[config.mk]
export PLATFORM = sky130hd
export DESIGN_NAME = s8_bit_serial_subtractor
export DESIGN_NICKNAME = d
export VERILOG_FILES = /design/src/rtl/s8_bit_serial_subtractor_pkg.sv /design/src/rtl/s8_bit_serial_subtractor_full_subtractor.sv /design/src/rtl/s8_bit_serial_subtractor.sv
export SDC_FILE = /design/constraint.sdc
export NUM_CORES = 1
export LEC_CHECK = 0
export ABC_AREA = 1
export CORE_MARGIN = 1
export CORE_UTILIZATION = 45
export CTS_BUF_LIST = sky130_fd_sc_hd__clkbuf_8
export CTS_CLUSTER_SIZE = 12
export DETAILED_ROUTE_END_ITERATION = 10
export GPL_TIMING_DRIVEN = 0
export PLACE_DENSITY = 0.68
export SKIP_LAST_GASP = 1
export SLEW_MARGIN = 0
export SYNTH_ARGS = -nofsm -noshare
export SYNTH_HDL_FRONTEND = slang
export SYNTH_SLANG_ARGS = --single-unit
[constraint.sdc]
create_clock -name clk -period 1.5 [get_ports clk]
set_input_delay 0.15 -clock clk [delete_from_list [all_inputs] [get_ports clk]]
set_output_delay 0.15 -clock clk [all_outputs]
set_load 0.05 [all_outputs]
[src/rtl/s8_bit_serial_subtractor_pkg.sv]
// Shared definitions for the bit-serial subtractor: FSM state encoding and default width.
package s8_bit_serial_subtractor_pkg;

   localparam int DEFAULT_WIDTH = 8;

   typedef enum logic [1:0] {
      S_IDLE  = 2'd0,
      S_SHIFT = 2'd1,
      S_DONE  = 2'd2
   } state_t;

endpackage

[src/rtl/s8_bit_serial_subtractor_full_subtractor.sv]
// Single-bit full subtractor: d = x - y - bin, with borrow out.
module full_subtractor (
   input  logic x,
   input  logic y,
   input  logic bin,
   output logic d,
   output logic bout
);

   always_comb begin
      d    = x ^ y ^ bin;
      bout = (~x & y) | (~(x ^ y) & bin);
   end

endmodule

[src/rtl/s8_bit_serial_subtractor.sv]
// Bit-serial subtractor: diff = a - b - borrow_in, one bit per clock, LSB first,
// sharing one full_subtractor cell; start/ready/done handshake.
module s8_bit_serial_subtractor
   import s8_bit_serial_subtractor_pkg::*;
#(
   parameter int WIDTH = DEFAULT_WIDTH,
   parameter int CNT_W = $clog2(WIDTH)
) (
   input  logic             clk,
   input  logic             rst,
   input  logic             start,
   input  logic [WIDTH-1:0] a,
   input  logic [WIDTH-1:0] b,
   input  logic             borrow_in,
   output logic             ready,
   output logic             done,
   output logic [WIDTH-1:0] diff,
   output logic             borrow_out,
   output logic             zero,
   output logic             overflow
);

   state_t             state_q, state_d;
   logic [WIDTH-1:0]   sh_a_q, sh_a_d;
   logic [WIDTH-1:0]   sh_b_q, sh_b_d;
   logic [WIDTH-1:0]   diff_sh_q, diff_sh_d;
   logic [CNT_W-1:0]   cnt_q, cnt_d;
   logic               bw_q, bw_d;
   logic [WIDTH-1:0]   diff_q, diff_d;
   logic               borrow_out_q, borrow_out_d;
   logic               zero_q, zero_d;
   logic               overflow_q, overflow_d;
   logic               fs_d, fs_bout;

   full_subtractor u_fs (
      .x    (sh_a_q[0]),
      .y    (sh_b_q[0]),
      .bin  (bw_q),
      .d    (fs_d),
      .bout (fs_bout)
   );

   always_comb begin
      state_d      = state_q;
      sh_a_d       = sh_a_q;
      sh_b_d       = sh_b_q;
      diff_sh_d    = diff_sh_q;
      cnt_d        = cnt_q;
      bw_d         = bw_q;
      diff_d       = diff_q;
      borrow_out_d = borrow_out_q;
      zero_d       = zero_q;
      overflow_d   = overflow_q;
      case (state_q)
         S_IDLE: begin
            if (start) begin
               sh_a_d    = a;
               sh_b_d    = b;
               bw_d      = borrow_in;
               cnt_d     = '0;
               diff_sh_d = '0;
               state_d   = S_SHIFT;
            end
         end
         S_SHIFT: begin
            sh_a_d    = sh_a_q >> 1;
            sh_b_d    = sh_b_q >> 1;
            diff_sh_d = {fs_d, diff_sh_q[WIDTH-1:1]};
            bw_d      = fs_bout;
            // On the MSB, bw_q is the borrow into the MSB, so overflow compares it with the borrow out.
            if (cnt_q == CNT_W'(WIDTH - 1)) begin
               overflow_d   = bw_q ^ fs_bout;
               diff_d       = diff_sh_d;
               borrow_out_d = fs_bout;
               zero_d       = (diff_sh_d == '0);
               state_d      = S_DONE;
            end else begin
               cnt_d = cnt_q + CNT_W'(1);
            end
         end
         S_DONE: begin
            state_d = S_IDLE;
         end
         default: begin
            state_d = S_IDLE;
         end
      endcase
   end

   always_ff @(posedge clk) begin
      if (rst) begin
         state_q      <= S_IDLE;
         sh_a_q       <= '0;
         sh_b_q       <= '0;
         diff_sh_q    <= '0;
         cnt_q        <= '0;
         bw_q         <= 1'b0;
         diff_q       <= '0;
         borrow_out_q <= 1'b0;
         zero_q       <= 1'b0;
         overflow_q   <= 1'b0;
      end else begin
         state_q      <= state_d;
         sh_a_q       <= sh_a_d;
         sh_b_q       <= sh_b_d;
         diff_sh_q    <= diff_sh_d;
         cnt_q        <= cnt_d;
         bw_q         <= bw_d;
         diff_q       <= diff_d;
         borrow_out_q <= borrow_out_d;
         zero_q       <= zero_d;
         overflow_q   <= overflow_d;
      end
   end

   always_comb begin
      ready      = (state_q == S_IDLE);
      done       = (state_q == S_DONE);
      diff       = diff_q;
      borrow_out = borrow_out_q;
      zero       = zero_q;
      overflow   = overflow_q;
   end

endmodule

-- Yosys cells after proc, flatten, opt, wreduce, memory -nomap -nowiden
Index checks and enable logic that the tools add are counted.
- register bits: 41
- latch bits: 0
- memory bits (writable): 0
- memory bits (read-only): 0
- bits of input ports: 20
- output and inout bits: 13
- word-level logic and storage cells: 46
- memories kept: 0
- $add $sub $neg: 1
- multipliers: 0
- div/mod/pow operators: 0
- $lt $le $gt $ge: 0
- equal/unequal tests: 6
- shifts and indexed selects: 0
- mux-type cells: 14
- bitwise operators: 8
- reduce and logical (&&, ||, !) cells: 7
- operators by type and width (kind ; count):
    8-bit one-hot mux with 2 select lines ; 3
    8-bit 2-to-1 mux ; 3
    8-bit logical NOT ; 1
    3-bit 2-to-1 mux ; 2
    2-bit inequality test, second input constant ; 3
    3-bit one-hot mux with 2 select lines ; 1
    2-bit AND reduction ; 3
    2-bit 2-to-1 mux ; 2
    2-bit one-hot mux with 2 select lines ; 1
    3-bit by 1-bit adder with 3-bit output, second input constant ; 1
    3-bit equality test, second input constant ; 1
    3-bit AND reduction ; 1
    1-bit bitwise XOR ; 3
    1-bit bitwise AND ; 2
    2-bit by 1-bit equality test with 1-bit output, second input constant ; 1
    2-bit equality test, second input constant ; 1
    2-bit logical NOT ; 1
    1-bit inverter ; 2
    1-bit one-hot mux with 2 select lines ; 1
    2-bit nonzero test ; 1
    1-bit 2-to-1 mux ; 1
    1-bit OR ; 1

-- Longest topological paths before layout
- word-level depth: 5
- gate-level depth with buffers: 8
- gate-level depth less buffers: 8

-- Hierarchy
A second synthesis with hierarchy kept.
- cells, all modules: 245
- area, all modules: 1762.9 µm²
- by module, submodules not included (module ; instances ; cells each ; area an instance (µm²) ; sequential area each (µm²)):
    s8_bit_serial_subtractor ; 1 ; 241 ; 1731.7 ; 800.8
    full_subtractor ; 1 ; 4 ; 31.3 ; 0.0

-- Worst setup path after synthesis
OpenSTA, ideal clock, no wires.
- path kind: reg-to-reg
- start point: reg cnt_q[0]
- end point: reg zero_q, in the netlist zero
- library setup time: 0.118 ns
- data arrival time: 1.150 ns
- data required time: 1.382 ns
- setup slack: 0.233 ns
- cell stages (with the launch flop): 9
- path buffers: 1
- period minus slack after synthesis: 1.267 ns
- path through: dfxtp_1 > ha_1 > ha_1 > inv_1 > nor2_4 > inv_2 > buf_2 > nor2_1 > nor2_1
- word-level cells in the longest chain between the ends: 2
- ends and longest elaborated chain (item ; RTL line ; RTL):
    start, declared ; s8_bit_serial_subtractor.sv:27 ; logic [CNT_W-1:0] cnt_q, cnt_d;
    start signal, assigned ; s8_bit_serial_subtractor.sv:107 ; cnt_q <= cnt_d;
    3-bit equality test ; s8_bit_serial_subtractor.sv:71 ; if (cnt_q == CNT_W'(WIDTH - 1)) begin
    2-bit AND reduction (no line) ; n/a ;
    end signal, assigned ; s8_bit_serial_subtractor.sv:111 ; zero_q <= zero_d;
    end, declared ; s8_bit_serial_subtractor.sv:31 ; logic zero_q, zero_d;
No other way between the ends.
A chain may end at the register's enable or synchronous reset.

-- Worst setup path in the final report
- start point: reg state_q[0]
- end point: out ready
- word-level cells in the longest chain between the ends: 1
- ends and longest elaborated chain (item ; RTL line ; RTL):
    start, declared ; s8_bit_serial_subtractor.sv:23 ; state_t state_q, state_d;
    start signal, assigned ; s8_bit_serial_subtractor.sv:103 ; state_q <= state_d;
    2-bit logical NOT ; s8_bit_serial_subtractor.sv:117 ; ready = (state_q == S_IDLE);
    end, declared ; s8_bit_serial_subtractor.sv:15 ; output logic ready,
No other way between the ends.

==> impl_metrics.tcl <==
set metrics [dict create \
    status "finished clean" \
    drv_cap 0 \
    num_vias 1665 \
    synthesis.area_um2 1773 \
    synth_edf_count 0 \
    slew_headroom 0.6611 \
    routabilityCongestion 0.7526 \
    clk_pin_slew_ns 0.08 \
    synthFlopType "dfxtp_1" \
    cts_tree "yes" \
    cts_num_sinks 40 \
    final_nets 324 \
    antenna_found_initial 0 \
    synthArstFlopShare 0 \
    start_util 0.4771 \
    syn_to_final_growth_pct 27.66 \
    worst_ep_arrival_time_ns 1.29 \
    syn_nets 283 \
    synth_most_common_cell "nand2_1" \
    total_power_mw 2.252 \
    grt_max_degree 13 \
    finalCritPeriodShare 0.9589 \
    rows 22 \
    first_global_vias 1494 \
    synth_top_area_cell "dfxtp_1" \
    grt_overflow 0 \
    antenna_cells 0 \
    synth_cell_types 20 \
    core_area_um2 3716 \
    root_buffer "clkbuf_8" \
    fillers 365 \
    routedWlPerCell_um 10.75 \
    synth_top_area_frac 0.4517 \
    synth.area.top_cells "dfxtp_1, nand2_1, nor2_1" \
    fmax_mhz 695.2 \
    path_max_fanout 10 \
    finClkSkew_ns 0.004565 \
    io_pins 33 \
    leakage_nw 1.071 \
    rsz0062_at_grt "no" \
    cts_buffers 5 \
    synthTopCellsByCount "nand2_1, nor2_1, nand3_1" \
    fp.dieH_um 64.77 \
    routed_wl_um 3762 \
    via_per_inst 4.757 \
    critPathKind "reg2out" \
    ys_seq_area_frac 0.4517 \
    drt-pass1-iter-count 4 \
    final_hold_viol_count 0 \
    power_density_nw_per_um2 994.8 \
    io_buffers 31 \
    setup_viol_count_final 0 \
    final_layout_size_suffix_gt1_frac 0.1060 \
    slew_violations 0 \
    die_x_um 64.77 \
    ys_warn_count 0 \
    dieArea_um2 4195 \
    drcViolationCount 0 \
    max-vdd-ir-drop_mv 0.5559 \
    cts_hold_buf 0 \
    grt_usage 0.2049 \
    cp-end-kind "output pin" \
    avgSynthCellArea_um2 6.819 \
    cts_buffer_depth 2 \
    grt_pass1_wl_um 6686 \
    post-route-util 0.6091 \
    drtIter0Drc 90 \
    cp-start-kind "flop" \
    fin_crit_ns 1.438 \
    postSynthCellCount 260 \
    htree_num_levels 2 \
    antenna_left 0 \
    dp_hpwl_um 2683 \
    ys_seq_elements 40 \
    hold_path.class "in2reg" \
    worst_slew_pin_slew_ns 0.5083 \
    worstPathRequired_ns 1.35 \
    clk_latency_ns 0.29 \
]
## layer usage
metal,share of wire,global-route usage,vias to the layer above
met5,0,0,-
met4,0.013,0.05833,0
met3,0.033,0.04754,5
met2,0.43,0.3229,33
met1,0.52,0.2774,737
li1,-,-,890
## state kept, by name (all words and copies together) (netlist names)
signal,cells
borrow_out,1
bw_q,1
cnt_q,3
diff,8
diff_sh_q,7
overflow,1
sh_a_q,8
sh_b_q,8
state_q,2
zero,1
## path summary, 6_finish.rpt
kind | end | cells after the start | slack [ns] | startpoint
min | sh_a_q[2]$_SDFFE_PP0P_ | 5 | 0.31 | start
max reg2reg | sh_b_q[0]$_SDFFE_PP0P_ | 6 | 0.13 | state_q[0]$_SDFFE_PP0P_
max | ready | 3 | 0.06 | state_q[0]$_SDFFE_PP0P_
min reg2reg | diff[1]$_SDFFE_PP0P_ | 2 | 0.47 | diff[1]$_SDFFE_PP0P_
## cell type report
cell class                 instances  area (um2)  share of cell area
multi-input combinational        183       828.3              0.3659
tap                               48       60.06             0.02653
inverter                          24       90.09             0.03980
timing repair buffer              34       311.5              0.1376
buffer                            13       63.81             0.02819
clock inverter                     3       38.79             0.01714
clock buffer                       5       68.82             0.03040
sequential                        40       802.0              0.3543
## stage by stage
step / cells / worst slack (ns) / instance area [um2] / setup TNS, ns / hold WS, ns
5_1_grt: 350 / 0.005780 / 2263 / 0 / 0.3563
3_3_place_gp: 339 / -0.3448 / 2143 / -0.3917 / 0.4584
6_report: 350 / 0.06164 / 2263 / 0 / 0.3073
3_5_place_dp: 339 / -0.3396 / 2143 / -0.3772 / 0.4678
4_1_cts: 347 / -0.04645 / 2238 / -0.04645 / 0.3009
2_1_floorplan: 260 / 0.2328 / 1773 / 0 / 0.2191
## report_power, final
group	total (mW)	internal (mW)	switching [mW]
sequential	1.12	1.10	0.0222
clock	0.853	0.487	0.366
combinational	0.281	0.124	0.157
total	2.25	1.71	0.545
## cells by family after synthesis
group | count (synthesis) | synth area share
buffers and inverters | 37 | 0.08679
and+or+nand+nor | 164 | 0.3889
adders and majority gates | 3 | 0.02540
DFF | 40 | 0.4517
xor gates and xnor gates | 1 | 0.004941
AOI/OAI and AO/OA | 15 | 0.04234
## layout by cell type, fill, tap and decap left out, types with 2 or more instances in the layout
cell type	n
dfxtp_1	39
o21ai_0	6
dlygate4sd2_1	11
a21oi_1	9
nand2_1	63
buf_1	2
buf_4	5
ha_1	2
inv_2	4
clkbuf_8	5
clkdlybuf4s50_1	18
nand3_1	41
nor2_2	2
inv_1	21
nor2_4	2
buf_2	6
nor2_1	54
clkbuf_1	3
## critical path, stage by stage, from the launching register on
cell and delay [ns]:
dfxtp_1 0.40, nor2_4 0.17, buf_4 0.19, clkbuf_4 0.24
## repair_timing
| action | in CTS | in global routing |
|---|---|---|
| resized for setup | 20 | 6 |
| endpoints found under the setup margin | 13 | 4 |
| cloned | 0 | 0 |
| buffers inserted | 0 | 3 |
| pin swaps | 0 | 2 |
(Power assumes the default switching activity.)
